`config.mk`:
```
export PLATFORM = sky130hd
export DESIGN_NAME = adc16dv160_rx
export DESIGN_NICKNAME = d
export VERILOG_FILES = /design/src/rtl/adc16dv160_pkg.sv /design/src/rtl/adc16dv160_rx_sync_fifo.sv /design/src/rtl/adc16dv160_rx.sv
export SDC_FILE = /design/constraint.sdc
export NUM_CORES = 1
export LEC_CHECK = 0
export ABC_CLOCK_PERIOD_IN_PS = 4110
export CAP_MARGIN = 30
export CORE_MARGIN = 2
export CORE_UTILIZATION = 37
export DETAILED_ROUTE_END_ITERATION = 10
export HOLD_SLACK_MARGIN = 0.12
export SLEW_MARGIN = 10
export SYNTH_ARGS = -nofsm -noshare
export SYNTH_HDL_FRONTEND = slang
export SYNTH_SLANG_ARGS = --single-unit
```
`constraint.sdc`:
```
create_clock -name clk -period 4.11 [get_ports clk]
set_clock_uncertainty 0.1 [all_clocks]
set_input_delay 0.822 -clock clk [delete_from_list [all_inputs] [get_ports clk]]
set_output_delay 0.822 -clock clk [all_outputs]
set_load 0.03 [all_outputs]
```
`src/rtl/adc16dv160_pkg.sv`:
```
// Shared types and helpers for the ADC16DV160 receive capture path.
// lanes_to_word interleaves the two DDR edges of each lane into one sample word.
package adc16dv160_pkg;

  typedef enum logic [1:0] {
    IDLE,
    ARMED,
    CAPTURE,
    DONE
  } rx_state_t;

  localparam int unsigned LANES = 8;

  function automatic logic [2*LANES-1:0] lanes_to_word(input logic [LANES-1:0] rise,
                                                       input logic [LANES-1:0] fall);
    logic [2*LANES-1:0] w;
    w = '0;
    for (int unsigned k = 0; k < LANES; k++) begin
      w[2*k]   = rise[k];
      w[2*k+1] = fall[k];
    end
    return w;
  endfunction

endpackage

```
`src/rtl/adc16dv160_rx_sync_fifo.sv`:
```
// First-word-fall-through FIFO with a registered output word.
// Occupancy counts the word currently presented, so DEPTH is the true capacity.
module sync_fifo #(
  parameter int unsigned DEPTH = 16,
  parameter int unsigned WIDTH = 16
) (
  input  logic             clk,
  input  logic             rst,
  input  logic             flush,
  input  logic             wr_en,
  input  logic [WIDTH-1:0] wr_data,
  output logic             full,
  input  logic             rd,
  output logic [WIDTH-1:0] rd_data,
  output logic             empty
);
  localparam int unsigned AW = $clog2(DEPTH);

  logic [WIDTH-1:0] mem [DEPTH];
  logic [AW-1:0]    wr_ptr, rd_ptr, rd_ptr_nxt;
  logic [AW:0]      used, left;
  logic             valid_q, pop, push;

  assign full       = (used == (AW+1)'(DEPTH));
  assign empty      = !valid_q;
  assign pop        = valid_q && rd;
  // A read in the same cycle frees the slot, so a write into a full FIFO still lands.
  assign push       = wr_en && (!full || pop);
  assign rd_ptr_nxt = rd_ptr + AW'(pop);
  assign left       = used - (AW+1)'(pop);

  always_ff @(posedge clk) begin
    if (push) mem[wr_ptr] <= wr_data;
  end

  always_ff @(posedge clk) begin
    if (rst) begin
      wr_ptr  <= '0;
      rd_ptr  <= '0;
      used    <= '0;
      valid_q <= 1'b0;
      rd_data <= '0;
    end else if (flush) begin
      wr_ptr  <= '0;
      rd_ptr  <= '0;
      used    <= '0;
      valid_q <= 1'b0;
    end else begin
      wr_ptr  <= wr_ptr + AW'(push);
      rd_ptr  <= rd_ptr_nxt;
      used    <= used + (AW+1)'(push) - (AW+1)'(pop);
      // Head is reloaded only from words already stored, which keeps it stable while stalled.
      valid_q <= (left != '0);
      if (left != '0) rd_data <= mem[rd_ptr_nxt];
    end
  end

endmodule

```
`src/rtl/adc16dv160_rx.sv`:
```
// ADC16DV160 receive capture: reassembles DDR lane bytes into 16-bit samples and
// stores a programmed number of them after arm/trigger into an output stream FIFO.
module adc16dv160_rx
  import adc16dv160_pkg::*;
#(
  parameter int unsigned FIFO_DEPTH = 16,
  parameter int unsigned CNT_W      = 16
) (
  input  logic             clk,
  input  logic             rst,
  input  logic [LANES-1:0] d_rise,
  input  logic [LANES-1:0] d_fall,
  input  logic             arm,
  input  logic             abort,
  input  logic             trig,
  input  logic [CNT_W-1:0] len,
  output logic [15:0]      m_data,
  output logic             m_valid,
  input  logic             m_ready,
  output logic             busy,
  output logic             done,
  output logic             overflow,
  output logic [CNT_W-1:0] count
);
  rx_state_t        state, state_nxt;
  logic [LANES-1:0] rise_q, fall_q;
  logic [15:0]      w_q;
  logic [CNT_W-1:0] len_q;
  logic             lead, wr, full, empty, drop, start;

  assign start   = arm && (state == IDLE || state == DONE);
  assign m_valid = !empty;
  assign drop    = wr && full && !(m_valid && m_ready);

  always_ff @(posedge clk) begin
    if (rst) begin
      rise_q <= '0;
      fall_q <= '0;
      w_q    <= '0;
    end else begin
      rise_q <= d_rise;
      fall_q <= d_fall;
      w_q    <= lanes_to_word(rise_q, fall_q);
    end
  end

  // lead marks the first CAPTURE cycle, whose w_q still predates the trigger sample.
  always_ff @(posedge clk) begin
    if (rst) begin
      state <= IDLE;
      lead  <= 1'b0;
    end else begin
      state <= state_nxt;
      lead  <= (state == ARMED) && trig && !abort;
    end
  end

  always_comb begin
    state_nxt = state;
    if (abort) begin
      state_nxt = IDLE;
    end else begin
      case (state)
        IDLE, DONE: if (arm) state_nxt = (len == '0) ? DONE : ARMED;
        ARMED:      if (trig) state_nxt = CAPTURE;
        CAPTURE:    if (wr && (count + CNT_W'(1) == len_q)) state_nxt = DONE;
        default:    state_nxt = IDLE;
      endcase
    end
  end

  always_comb begin
    busy = (state == ARMED) || (state == CAPTURE);
    done = (state == DONE);
    wr   = (state == CAPTURE) && !lead && !abort;
  end

  always_ff @(posedge clk) begin
    if (rst) begin
      len_q    <= '0;
      count    <= '0;
      overflow <= 1'b0;
    end else if (abort) begin
      len_q <= len_q;
    end else if (start) begin
      len_q    <= len;
      count    <= '0;
      overflow <= 1'b0;
    end else begin
      if (wr && count != len_q) count <= count + CNT_W'(1);
      if (drop) overflow <= 1'b1;
    end
  end

  sync_fifo #(
    .DEPTH(FIFO_DEPTH),
    .WIDTH(16)
  ) u_fifo (
    .clk    (clk),
    .rst    (rst),
    .flush  (abort),
    .wr_en  (wr),
    .wr_data(w_q),
    .full   (full),
    .rd     (m_ready),
    .rd_data(m_data),
    .empty  (empty)
  );

endmodule
```
* Word-level counts from Yosys, hierarchy flattened
Memories as Yosys holds them, arrays and structs flattened. A register that Yosys moved wholly into a read port is not among the register bits.
Cells that the tools add are included.
** Operators by class
- $add $sub $neg :: 6
- Equal/unequal tests :: 9
- Multiplexer cells :: 11
- Bitwise logic cells :: 1
- Reductions and logical operators :: 30
** Operators by type and width (number)
- $mux 16 :: 2
- $add 16x1->16 const B :: 1
- $eq 16x16->1 :: 1
- $logic_not 16->1 :: 1
- $ne 16x16->1 :: 1
- $logic_and 1x1->1 :: 11
- $sub 5x1->5 :: 2
- $add 4x1->4 :: 2
- $mux 2 :: 4
- $reduce_and 2->1 :: 4
- $ne 2x2->1 const B :: 3
- $pmux 2 s3 :: 1
- $add 5x1->5 :: 1
- $eq 5x5->1 const B :: 1
- $reduce_bool 5->1 :: 1
- $eq 2x2->1 const B :: 2
- $logic_not 1->1 :: 4
- $mux 1 :: 4
- $reduce_bool 2->1 :: 2
- $reduce_or 2->1 :: 2
- $logic_or 1x1->1 :: 3
- $reduce_and 3->1 :: 1
- $eq 2x1->1 const B :: 1
- $logic_not 2->1 :: 1
- $not 1->1 :: 1
** Storage, ports and cells
- Register bits after elaboration :: 82
- RAM bits :: 256
- Bits of input ports :: 38
- Output and inout port bits :: 36
- Word-level logic and storage cells :: 70
- Memories kept :: 1
** Memory list
- u_fifo.mem :: words 16, bits a word 16, rd ports 1, clocked after Yosys merged registers in 1, write ports 1, line adc16dv160_rx_sync_fifo.sv:19 : logic [WIDTH-1:0] mem [DEPTH];

* Depth between registers and ports, before layout
Gate-level depths: netlist of the first run.
- Depth after elaboration :: 7
- Depth in mapped cells :: 13
- Depth with buffers taken out :: 13

* By module
A second synthesis of the first run with hierarchy kept.
** Unflattened totals
- Cell total of the unflattened synthesis :: 905
- Area, all modules :: 14291.2 um^2
** Modules (own cells, without submodules)
- sync_fifo :: instances 1, cells each 550, area each 11207.0 um^2, seq. area each 8287.9 um^2
- adc16dv160_rx :: instances 1, cells each 355, area each 3084.2 um^2, seq. area each 1361.3 um^2

* Worst setup path after synthesis of the first run
OpenSTA, ideal clock, no wires.
- Kind :: input -> register
- Start :: input m_ready
- End :: register u_fifo.rd_data[6] (read register of u_fifo.mem)
- Setup time :: 0.128 ns
- Data arrival time :: 3.175 ns
- Data required time :: 3.882 ns
- Path slack :: 0.707 ns
- Stages :: 8
- Path buffers :: 2
- Cells stage by stage :: and2_1 -> ha_1 -> buf_2 -> buf_1 -> mux4_2 -> mux4_2 -> mux2i_1 -> nor2_1
** Between the ends
- Elaborated cells on any way between the ends :: 5
- Those cells by class :: 2 x add/sub; 3 x reduce/logical
** RTL lines
- start, declared :: line adc16dv160_rx.sv:19 : input logic m_ready,
- $logic_and 1x1->1 :: line adc16dv160_rx_sync_fifo.sv:26 : assign pop = valid_q && rd;
- $add 4x1->4 :: line adc16dv160_rx_sync_fifo.sv:29 : assign rd_ptr_nxt = rd_ptr + AW'(pop);
- via u_fifo.rd_ptr_nxt[0] :: line adc16dv160_rx_sync_fifo.sv:20 : logic [AW-1:0] wr_ptr, rd_ptr, rd_ptr_nxt;
- end, declared :: line adc16dv160_rx_sync_fifo.sv:14 : output logic [WIDTH-1:0] rd_data,
The timed path passes the listed nets, and every way through them passes these cells.
A chain may end at the register's enable or synchronous reset.

* Worst setup path after layout of the first run
- Start :: register state[0]
- End :: output busy
** Between the ends
- Cells in the longest elaborated chain, start to end :: 2
- Elaborated cells on any way between the ends :: 3
- Those cells by class :: 2 x eq/ne; 1 x reduce/logical
** Ends and longest elaborated chain
- start, declared :: line adc16dv160_rx.sv:25 : rx_state_t state, state_nxt;
- start signal, assigned :: line adc16dv160_rx.sv:53 : state <= state_nxt;
- $eq 2x1->1 or $eq 2x2->1 (tied branches) :: line adc16dv160_rx.sv:73 : busy = (state == ARMED) || (state == CAPTURE);
- $logic_or 1x1->1 (*) :: line adc16dv160_rx.sv:73
- end, declared :: line adc16dv160_rx.sv:20 : output logic busy,
Mark *: on every way between the ends. The rest lies on a longest branch, timed or not.

==> metrics, run 1 <==
status=completed; Post-synth EDFFs=256; antenna cells=0; HPWL Detailed=roughly 19 mm; r2r worst-path depth=7; drt wl/cell=20.36 um; clock root cell=clkbuf_16; Total Wirelength=about 30 mm; site row count=between 70 and 80; Post-Syn Nets=about 900; layout cell share with drive strength beyond 1=~20%; starting density of the core=between 30% and 40%; cell accounting for the most synthesized area=edfxtp_1; Routed Antenna Nets=0; cells after synthesis=about 860; post-CTS setup buffers=0; chip height=slightly below 200 um; number of setup violations in the final report=0; Setup crit end=busy; Final GP Congestion=roughly 0.83; largest net degree at the start of global routing=52; overall global routing resource usage=between 10% and 20%; vias per cell=~5.0; TritonCTS buffer count=38; area grow syn2layout=20.39%; Syn. warnings=0; first-pass GRT wire length=between 40 and 50 mm; Tmin final=3.145 ns; antenna violations before repair=0; die area=around 39,000 um2; DRT iter0 DRCs=497; final period utilization=between 70% and 80%; critical path class=reg2out; die width=slightly below 200 um; Slew headroom=37.05%; Hold Path Class=reg2reg; Yosys reg bits=roughly 350; H-tree levels=2; IO buf count=73; reg-to-reg endpoint=state[1]; Tightest Pin Transition=around 0.94 ns; Setup TNS Final=0 ns; Slew Limit Fails=0; deepest clock path buffer count=3; R2R Setup Slk=around 1.3 ns; fraction of registers with async set/reset=0%; Hold Path Origin=fall_q[7]; CORE AREA=37,490 um2; startpoint types=flip-flop; Pleak=0.005194 uW; total gr overflow=0; nets@finish=around 1,000; Synth area leaders=edfxtp_1 55%, dfxtp_1 14%, mux4_2 13%; top cell type's share of synthesized area=a little over half; Worst EP required=roughly 3.2 ns; DRT Pass-1 Iters=5; fillers=about 3,300; Max-cap violations=0; Max VDD drop=approximately 0.24 mV; Max Freq=roughly 0.32 GHz; Worst Setup SP=state[0]; cts repair resizes=0; Seq/Total Area, Yosys=between 60% and 70%; power density of the placed cells=516.3 nW/um2; cts hold-fix bufs=0; count of different cell masters after synthesis=59; Remaining DRCs=0; Vias=7,531; later-pin clock latency in the skew report=0.54 ns; CTS tree=done; IO Pins=74; syn_area_per_cell=approximately 16 um2; Hold Violations, Final=0; worst reg2reg path startpoint=count[2]; vias in the first global route=7,517; post-synthesis cell area=14,010 um2; crit-path max FO=4; prevailing post-synth register cell=edfxtp_1; Worst-path clk slew=roughly 0.06 ns; unrepaired setup endpoints after global routing=no; clock sinks=354; Arr. time, crit path=between 2 and 2.5 ns; post-layout power=~8700 uW; Critical Path Sink Type=output pin
-- report_power, final --
| part | internal (uW) | switching, uW | total (uW) |
|---|---|---|---|
| logic | 686 | 681 | 1370 |
| clock network | 1950 | 1370 | 3310 |
| registers | 3920 | 108 | 4030 |
| total | 6550 | 2160 | 8710 |
-- stage by stage --
step | util, % | cell area [um2] | setup WS, ns | std cells | hold WS, ns
5_1_grt | 44.99 | 16870 | 0.8099 | 1500 | 0.3381
4_1_cts | 44.99 | 16870 | 0.9415 | 1500 | 0.3297
6_report | 44.99 | 16870 | 0.9650 | 1500 | 0.3322
3_5_place_dp | 41.69 | 15630 | 0.4271 | 1430 | 0.3228
3_3_place_gp | 41.62 | 15600 | 0.3448 | 1429 | 0.3178
2_1_floorplan | - | 14010 | 0.7073 | 855 | 0.3138
-- cell usage in the layout (no fill, tap or decap), types with 3 or more instances in the layout --
cell type	n
ha_1	15
a211oi_1	4
xnor2_1	23
inv_1	14
clkbuf_16	38
and4_1	4
edfxtp_1	256
clkinv_1	3
or3_1	4
nor3b_1	3
clkdlybuf4s50_1	72
buf_12	6
o21ai_0	10
nand3_1	8
a21oi_1	33
clkbuf_1	12
nor2_1	50
nand2_1	50
or2_2	4
nand4_1	7
nor4_1	6
nor2_2	11
nand2b_1	5
clkinv_2	6
nand3b_1	5
and2_1	7
nor2b_1	35
clkbuf_8	5
nor3_1	5
buf_4	26
mux4_2	80
dfxtp_1	98
mux2i_1	19
or4_1	3
xor2_1	13
nor3_2	4
-- metal layers --
metal	global-route usage [%]	part of all wire (%)	up-vias
li1	-	-	3492
met1	21.77	44	3833
met2	26.73	49	171
met3	2.679	4.8	35
met4	4.063	1.5	0
met5	0	0	-
-- cell families (layout without fill, tap and decap cells) --
| logic type | Yosys count | count (layout) | synth area share [%] |
|---|---|---|---|
| and+or+nand+nor | 219 | 219 | 8.002 |
| buffers and inverters | 56 | 190 | 1.661 |
| adders and majority gates | 18 | 18 | 1.661 |
| AOI/OAI and AO/OA | 71 | 71 | 3.206 |
| muxes | 99 | 99 | 14.22 |
| DFF | 354 | 354 | 68.88 |
| xor gates and xnor gates | 38 | 38 | 2.376 |
-- synthesized netlist by cell type (2+ instances only) --
library cell and instances:
clkbuf_1 27, or3_1 4, ha_1 17, a21oi_1 33, or4_1 3, nor2b_1 35, o2111ai_1 2, buf_2 8
buf_4 3, a211oi_1 4, a221oi_1 2, nor4_1 6, or2_2 4, nor3b_1 3, xnor2_1 24, nand3_1 8
dfxtp_1 98, nor2_1 61, and2_1 7, nand2_1 50, nand4_1 7, o22ai_1 2, and4_1 4, edfxtp_1 256
a21o_1 2, inv_1 14, mux4_2 80, buf_1 3, nand3b_1 5, mux2i_1 19, nand2b_1 5, nor3_1 9
xor2_1 14, or3b_2 2, o21ai_0 10
-- cell type report --
| cell class | count | area (um2) | area share (%) |
|---|---|---|---|
| clock buffers | 55 | 1065 | 6.313 |
| clock inverters | 15 | 171.4 | 1.016 |
| inverters | 14 | 52.55 | 0.3116 |
| multi-input cells | 445 | 4220 | 25.02 |
| flip-flops and latches | 354 | 9649 | 57.21 |
| well taps | 511 | 639.4 | 3.791 |
| repair buffers | 106 | 1069 | 6.335 |
-- how the worst min path moves through the flow --
stage / to / slack, ns / cells past startpoint
after floorplan: w_q[0] / 0.31 / 1
after global placement: w_q[12] / 0.32 / 1
after detailed placement: w_q[13] / 0.32 / 1
after CTS: w_q[15] / 0.33 / 1
after global routing: w_q[15] / 0.34 / 1
final: w_q[15] / 0.33 / 1
-- state kept, by name (all words and copies together) (netlist names) --
register and cells:
w_q 16, state 2, rise_q 8, u_fifo.wr_ptr 4
count 16, u_fifo.rd_data 16, lead 1, u_fifo.valid_q 1
len_q 16, u_fifo.mem 256, u_fifo.used 5, overflow 1
u_fifo.rd_ptr 4, fall_q 8
-- worst max-delay path, stage by stage (launching register included) --
cell and delay [ns]:
dfxtp_1 0.38, inv_1 0.06, ha_1 0.39, inv_1 0.16
clkdlybuf4s50_1 0.69
(Power assumes the default switching activity.)
==> run 2: changes to the inputs <==
--- a/config.mk
+++ b/config.mk
@@ -5,7 +5,7 @@
 export SDC_FILE = /design/constraint.sdc
 export NUM_CORES = 1
 export LEC_CHECK = 0
-export ABC_CLOCK_PERIOD_IN_PS = 4110
+export ABC_CLOCK_PERIOD_IN_PS = 3250
 export CAP_MARGIN = 30
 export CORE_MARGIN = 2
 export CORE_UTILIZATION = 37
==> constraint.sdc (replaced) <==
create_clock -name clk -period 3.25 [get_ports clk]
set_clock_uncertainty 0.1 [all_clocks]
set_input_delay 0.65 -clock clk [delete_from_list [all_inputs] [get_ports clk]]
set_output_delay 0.65 -clock clk [all_outputs]
set_load 0.03 [all_outputs]
==> metrics, run 2 (synthesis gave the netlist of run 1 again) <==
worst reg2reg path startpoint=count[10] (was count[2]); vias in the first global route=7,576 (was 7,517); antenna cells=0 (unchanged); cts repair resizes=0 (unchanged); DRT iter0 DRCs=520 (was 497); DRT Pass-1 Iters=5 (unchanged); Max stage delay on crit path=0.69 ns (about the same); clock root cell=clkbuf_16 (unchanged); cells along the critical path=inv_1 -> ha_1 -> inv_1 -> clkdlybuf4s50_1 (unchanged); most frequent cells in the layout=256 x edfxtp_1, 98 x dfxtp_1, 80 x mux4_2 (unchanged); Hold Violations, Final=0 (unchanged); overall global routing resource usage=15.97% (was 15.98%); cell-internal power=8342 uW (was 6552 uW); worst path bufs/invs=3 (unchanged); Remaining DRCs=0 (unchanged); Pleak=0.005337 uW (was 0.005194 uW); Worst EP required=2.50 ns (was 3.19 ns); die area=39,440 um2 (unchanged); R2R Setup Slk=0.43 ns (was 1.29 ns); vias per cell=5.002 (was 5.021); nets@finish=1,033 (was 1,015); Vias=7,588 (was 7,531); starting density of the core=37.37% (unchanged); number of setup violations in the final report=0 (unchanged); Logic pwr share=16.1% (was 15.7%); power density of the placed cells=645.3 nW/um2 (was 516.3 nW/um2); clock sinks=354 (unchanged); Critical Path Sink Type=output pin (unchanged); sw frac=24.69% (was 24.76%); Setup WS post-layout=0.2876 ns (was 0.9650 ns); Slew Limit Fails=0 (unchanged); Final GP Congestion=0.8212 (was 0.8347); CTS tree=done (unchanged); H-tree levels=2 (unchanged); die width=198.6 um (unchanged); Max-cap violations=0 (unchanged); Largest Register=u_fifo.mem (unchanged); HPWL Detailed=19.00 mm (was 18.54 mm); commonest non-fill, non-tap cell in the layout=edfxtp_1 (unchanged); IO buf count=73 (unchanged); number of flip-flops in the largest register=256 (unchanged); later-pin clock latency in the skew report=0.53 ns (was 0.54 ns); fillers=3,313 (was 3,330); Max Freq=0.3376 GHz; Setup TNS Final=0 ns (unchanged); Hold Path Origin=fall_q[0] (was fall_q[7]); post-CTS setup buffers=0 (unchanged); Critical Path Most Common Cell=inv_1 (unchanged); deepest clock path buffer count=3 (unchanged); IO Pins=74 (unchanged); drt wl/cell=20.29 um (was 20.36 um); Total Wirelength=30.78 mm (was 30.53 mm); cts hold-fix bufs=0 (unchanged); P_sw=2735 uW (was 2156 uW); total gr overflow=0 (unchanged); unrepaired setup endpoints after global routing=no (unchanged); crit-path max FO=4 (unchanged); TritonCTS buffer count=38 (unchanged); dpl ws=-0.09579 ns (was 0.4271 ns); Hold Path Class=reg2reg (unchanged); Worst Setup SP=state[0] (unchanged); startpoint types=flip-flop (unchanged); Flop pwr share=45.8% (was 46.3%); Critical-path top delay cell=clkdlybuf4s50_1 (unchanged); share of total power in the clock network=38.0% (about the same); status=completed (unchanged); area grow syn2layout=22.52% (was 20.39%); site row count=71 (unchanged); Slew headroom=43.96% (was 37.05%); largest net degree at the start of global routing=53 (was 52); critical path class=reg2out (unchanged); layout cell share with drive strength beyond 1=21.97% (was 20.32%); antenna violations before repair=0 (unchanged); Worst-path clk slew=0.06 ns (about the same); Tightest Pin Transition=0.8335 ns (was 0.9408 ns); Routed Antenna Nets=0 (unchanged); Arr. time, crit path=2.21 ns (was 2.22 ns); Top delay family on crit path=buffers and inverters (unchanged); CORE AREA=37,490 um2 (unchanged); Tmin final=around 3 ns; first-pass GRT wire length=46.42 mm (was 46.47 mm); chip height=198.6 um (unchanged); Max VDD drop=0.3987 mV (was 0.2353 mV); final period utilization=just over 90%; hold slack final=0.3337 ns (was 0.3322 ns)
-- run 2: changes by cell type in the layout (fill, tap and decap cells not counted), moves of 2 or more --
cell,change
clkbuf_16,+2
clkinv_8,-2
clkbuf_1,-3
buf_12,+15
buf_4,+4
clkbuf_8,-3
-- run 2: worst reg2reg max path, cell delays in order (launching register included) --
cell and delay, ns:
dfxtp_1 0.45, xor2_1 0.17, nor4_1 0.31, nand4_1 0.17, o31ai_1 0.72, buf_4 0.25
buf_4 0.15, and3b_1 0.17, o21ai_0 0.14, a21oi_1 0.08
-- run 2: through the flow --
stage	utilization [%]	area [um2]	total power, uW	std cells
after floorplan	-	14010	6286	855
after global placement	42.50	15930	6975	1448
after detailed placement	42.50	15930	6994	1448
after CTS	45.79	17170	11230	1517
after global routing	45.79	17170	11520	1517
final	45.79	17170	11080	1517
-- run 2: final cells by class --
| type | count | area (um2) | area share (%) |
|---|---|---|---|
| Multi-Input combinational cell | 445 | 4220 | 24.59 |
| Tap cell | 511 | 639.4 | 3.725 |
| Timing Repair Buffer | 124 | 1371 | 7.989 |
| Inverter | 14 | 52.55 | 0.3061 |
| Clock inverter | 18 | 170.2 | 0.9913 |
| Sequential cell | 354 | 9649 | 56.21 |
| Clock buffer | 51 | 1062 | 6.189 |
-- run 2: power groups by stage --
stage                     logic [uW]  registers [uW]  clock network (uW)
after floorplan                  979            5310                   0
after global placement          1800            5180                   0
after detailed placement        1810            5180                   0
after CTS                       1820            5080                4320
after global routing            1930            5100                4500
final                           1780            5080                4210
-- run 2: final timing paths --
| kind | to | cells after the start |
|---|---|---|
| worst min register to register | w_q[1] | 1 |
| worst max-delay path | busy | 4 |
| worst max register to register | count[8] | 9 |
| worst min-delay path | w_q[1] | 1 |
-- run 2: metal layers --
layer	GRT usage [%]	vias to the layer above	part of all wire (%)
met5	0	-	0
met4	4.312	0	1.8
met3	2.475	38	4.1
met2	27.52	156	50
met1	21.08	3857	44
li1	-	3537	-
==> run 3: changes to the inputs <==
--- a/config.mk
+++ b/config.mk
@@ -8,9 +8,11 @@
 export ABC_CLOCK_PERIOD_IN_PS = 3250
 export CAP_MARGIN = 30
 export CORE_MARGIN = 2
-export CORE_UTILIZATION = 37
+export CORE_UTILIZATION = 59
 export DETAILED_ROUTE_END_ITERATION = 10
 export HOLD_SLACK_MARGIN = 0.12
+export PLACE_DENSITY = 0.79
+export REMOVE_ABC_BUFFERS = 1
 export SLEW_MARGIN = 10
 export SYNTH_ARGS = -nofsm -noshare
 export SYNTH_HDL_FRONTEND = slang
==> metrics, run 3 (synthesis gave the netlist of run 1 again) <==
status=completed (unchanged); TritonCTS buffer count=35 (was 38); number of flip-flops in the largest register=256 (unchanged); most frequent cells in the layout=256 x edfxtp_1, 98 x dfxtp_1, 80 x mux4_2 (unchanged); cts hold-fix bufs=0 (unchanged); Final GP Congestion=0.8908 (was 0.8212); overall global routing resource usage=24.77% (was 15.97%); chip height=158.1 um (was 198.6 um); Worst-path clk slew=0.06 ns (about the same); layout cell share with drive strength beyond 1=20.20% (was 21.97%); drt wl/cell=22.45 um (was 20.29 um); site row count=56 (was 71); Tightest Pin Transition=0.9046 ns (was 0.8335 ns); clock sinks=354 (unchanged); IO buf count=73 (unchanged); Worst EP required=2.50 ns (about the same); Largest Register=u_fifo.mem (unchanged); power density of the placed cells=638.3 nW/um2 (was 645.3 nW/um2); cts repair resizes=0 (unchanged); final standard cell area without fillers=16,610 um2 (was 17,170 um2); post-layout util=70.96% (was 45.79%); number of setup violations in the final report=0 (unchanged); largest net degree at the start of global routing=34 (was 53); Vias=7,883 (was 7,588); die area=24,990 um2 (was 39,440 um2); footprint of the multi-input gates=4193 um2 (was 4220 um2); unrepaired setup endpoints after global routing=no (unchanged); vias in the first global route=7,935 (was 7,576); fillers=1,501 (was 3,313); HPWL Detailed=18.28 mm (was 19.00 mm); Arr. time, crit path=2.21 ns (about the same); H-tree levels=2 (unchanged); crit-path max FO=4 (unchanged); Placed Area=15,540 um2 (was 15,930 um2); Routed Antenna Nets=0 (unchanged); Critical Path Sink Type=output pin (unchanged); commonest non-fill, non-tap cell in the layout=edfxtp_1 (unchanged); Max VDD drop=0.3775 mV (was 0.3987 mV); DRT iter0 DRCs=776 (was 520); Hold Path Class=reg2reg (unchanged); clock root cell=clkbuf_16 (unchanged); post-CTS setup buffers=0 (unchanged); IO Pins=74 (unchanged); Setup TNS Final=0 ns (unchanged); Tmin final=2.961 ns (was 2.962 ns); CORE AREA=23,400 um2 (was 37,490 um2); Max-cap violations=0 (unchanged); starting density of the core=59.86% (was 37.37%); Max Freq=0.3378 GHz (was 0.3376 GHz); first-pass GRT wire length=45.18 mm (was 46.42 mm); die width=158.1 um (was 198.6 um); Sequential cell area=9649 um2 (unchanged); DRT Pass-1 Iters=5 (unchanged); CTS tree=done (unchanged); critical path class=reg2out (unchanged); hold slack final=0.3338 ns (was 0.3337 ns); final period utilization=91.10% (was 91.15%); Pleak=0.005214 uW (was 0.005337 uW); Hold Violations, Final=0 (unchanged); antenna cells=0 (unchanged); Remaining DRCs=0 (unchanged); Total Wirelength=29.73 mm (was 30.78 mm); later-pin clock latency in the skew report=0.52 ns (was 0.53 ns); antenna violations before repair=0 (unchanged); total gr overflow=0 (unchanged); Slew headroom=39.18% (was 43.96%); vias per cell=5.954 (was 5.002); post-layout power=10,600 uW (was 11,080 uW); Slew Limit Fails=0 (unchanged); area grow syn2layout=18.53% (was 22.52%); deepest clock path buffer count=3 (unchanged); nets@finish=1,035 (was 1,033); startpoint types=flip-flop (unchanged)
==> run 3: changes by cell type in the layout (fill, tap and decap cells not counted), sizes merged <==
cell / delta
inv: -2
buf: +5
clkinv: -6
bufinv: -1
clkinvlp: +3
==> run 3: final cells by class <==
cell class / count / area share [%]
Tap cell: 319 / 2.404
Multi-Input combinational cell: 445 / 25.25
Clock inverter: 12 / 0.6555
Inverter: 14 / 0.3165
Sequential cell: 354 / 58.11
Clock buffer: 51 / 5.764
Timing Repair Buffer: 129 / 7.505
==> run 3: worst paths after layout <==
kind / from / to / slack, ns / depth (start not counted)
setup / recovery: state[0] / busy / 0.29 / 4
hold / removal: fall_q[1] / w_q[3] / 0.33 / 1
setup reg to reg: count[10] / count[0] / 0.50 / 9
hold reg to reg: fall_q[1] / w_q[3] / 0.33 / 1
==> run 3: worst max-delay path, cell delays in order (launching register included) <==
cell and delay (ns):
dfxtp_1 0.40, inv_1 0.06, ha_1 0.33, inv_1 0.20, clkdlybuf4s50_1 0.71
==> run 3: power breakdown <==
part | internal [uW] | leakage, uW | switching [uW]
Sequential | 4950 | 0.00290 | 121
Combinational | 878 | 0.00182 | 866
Clock | 2140 | 0.000496 | 1640
==> run 3: per-stage QoR <==
stage | worst slack (ns) | cells
2_1_floorplan | -1.562 | 813
3_3_place_gp | -0.02282 | 1261
3_5_place_dp | -0.07300 | 1261
4_1_cts | 0.2890 | 1324
5_1_grt | 0.2084 | 1324
6_report | 0.2894 | 1324
==> run 3: per-layer routing <==
metal / share of wire (%) / wire (um) / GRT usage [%]
met1: 40 / 11860 / 32.31
met2: 52 / 15360 / 43.23
met3: 6.3 / 1874 / 4.161
met4: 2.2 / 640 / 7.293
met5: 0 / 0 / 0
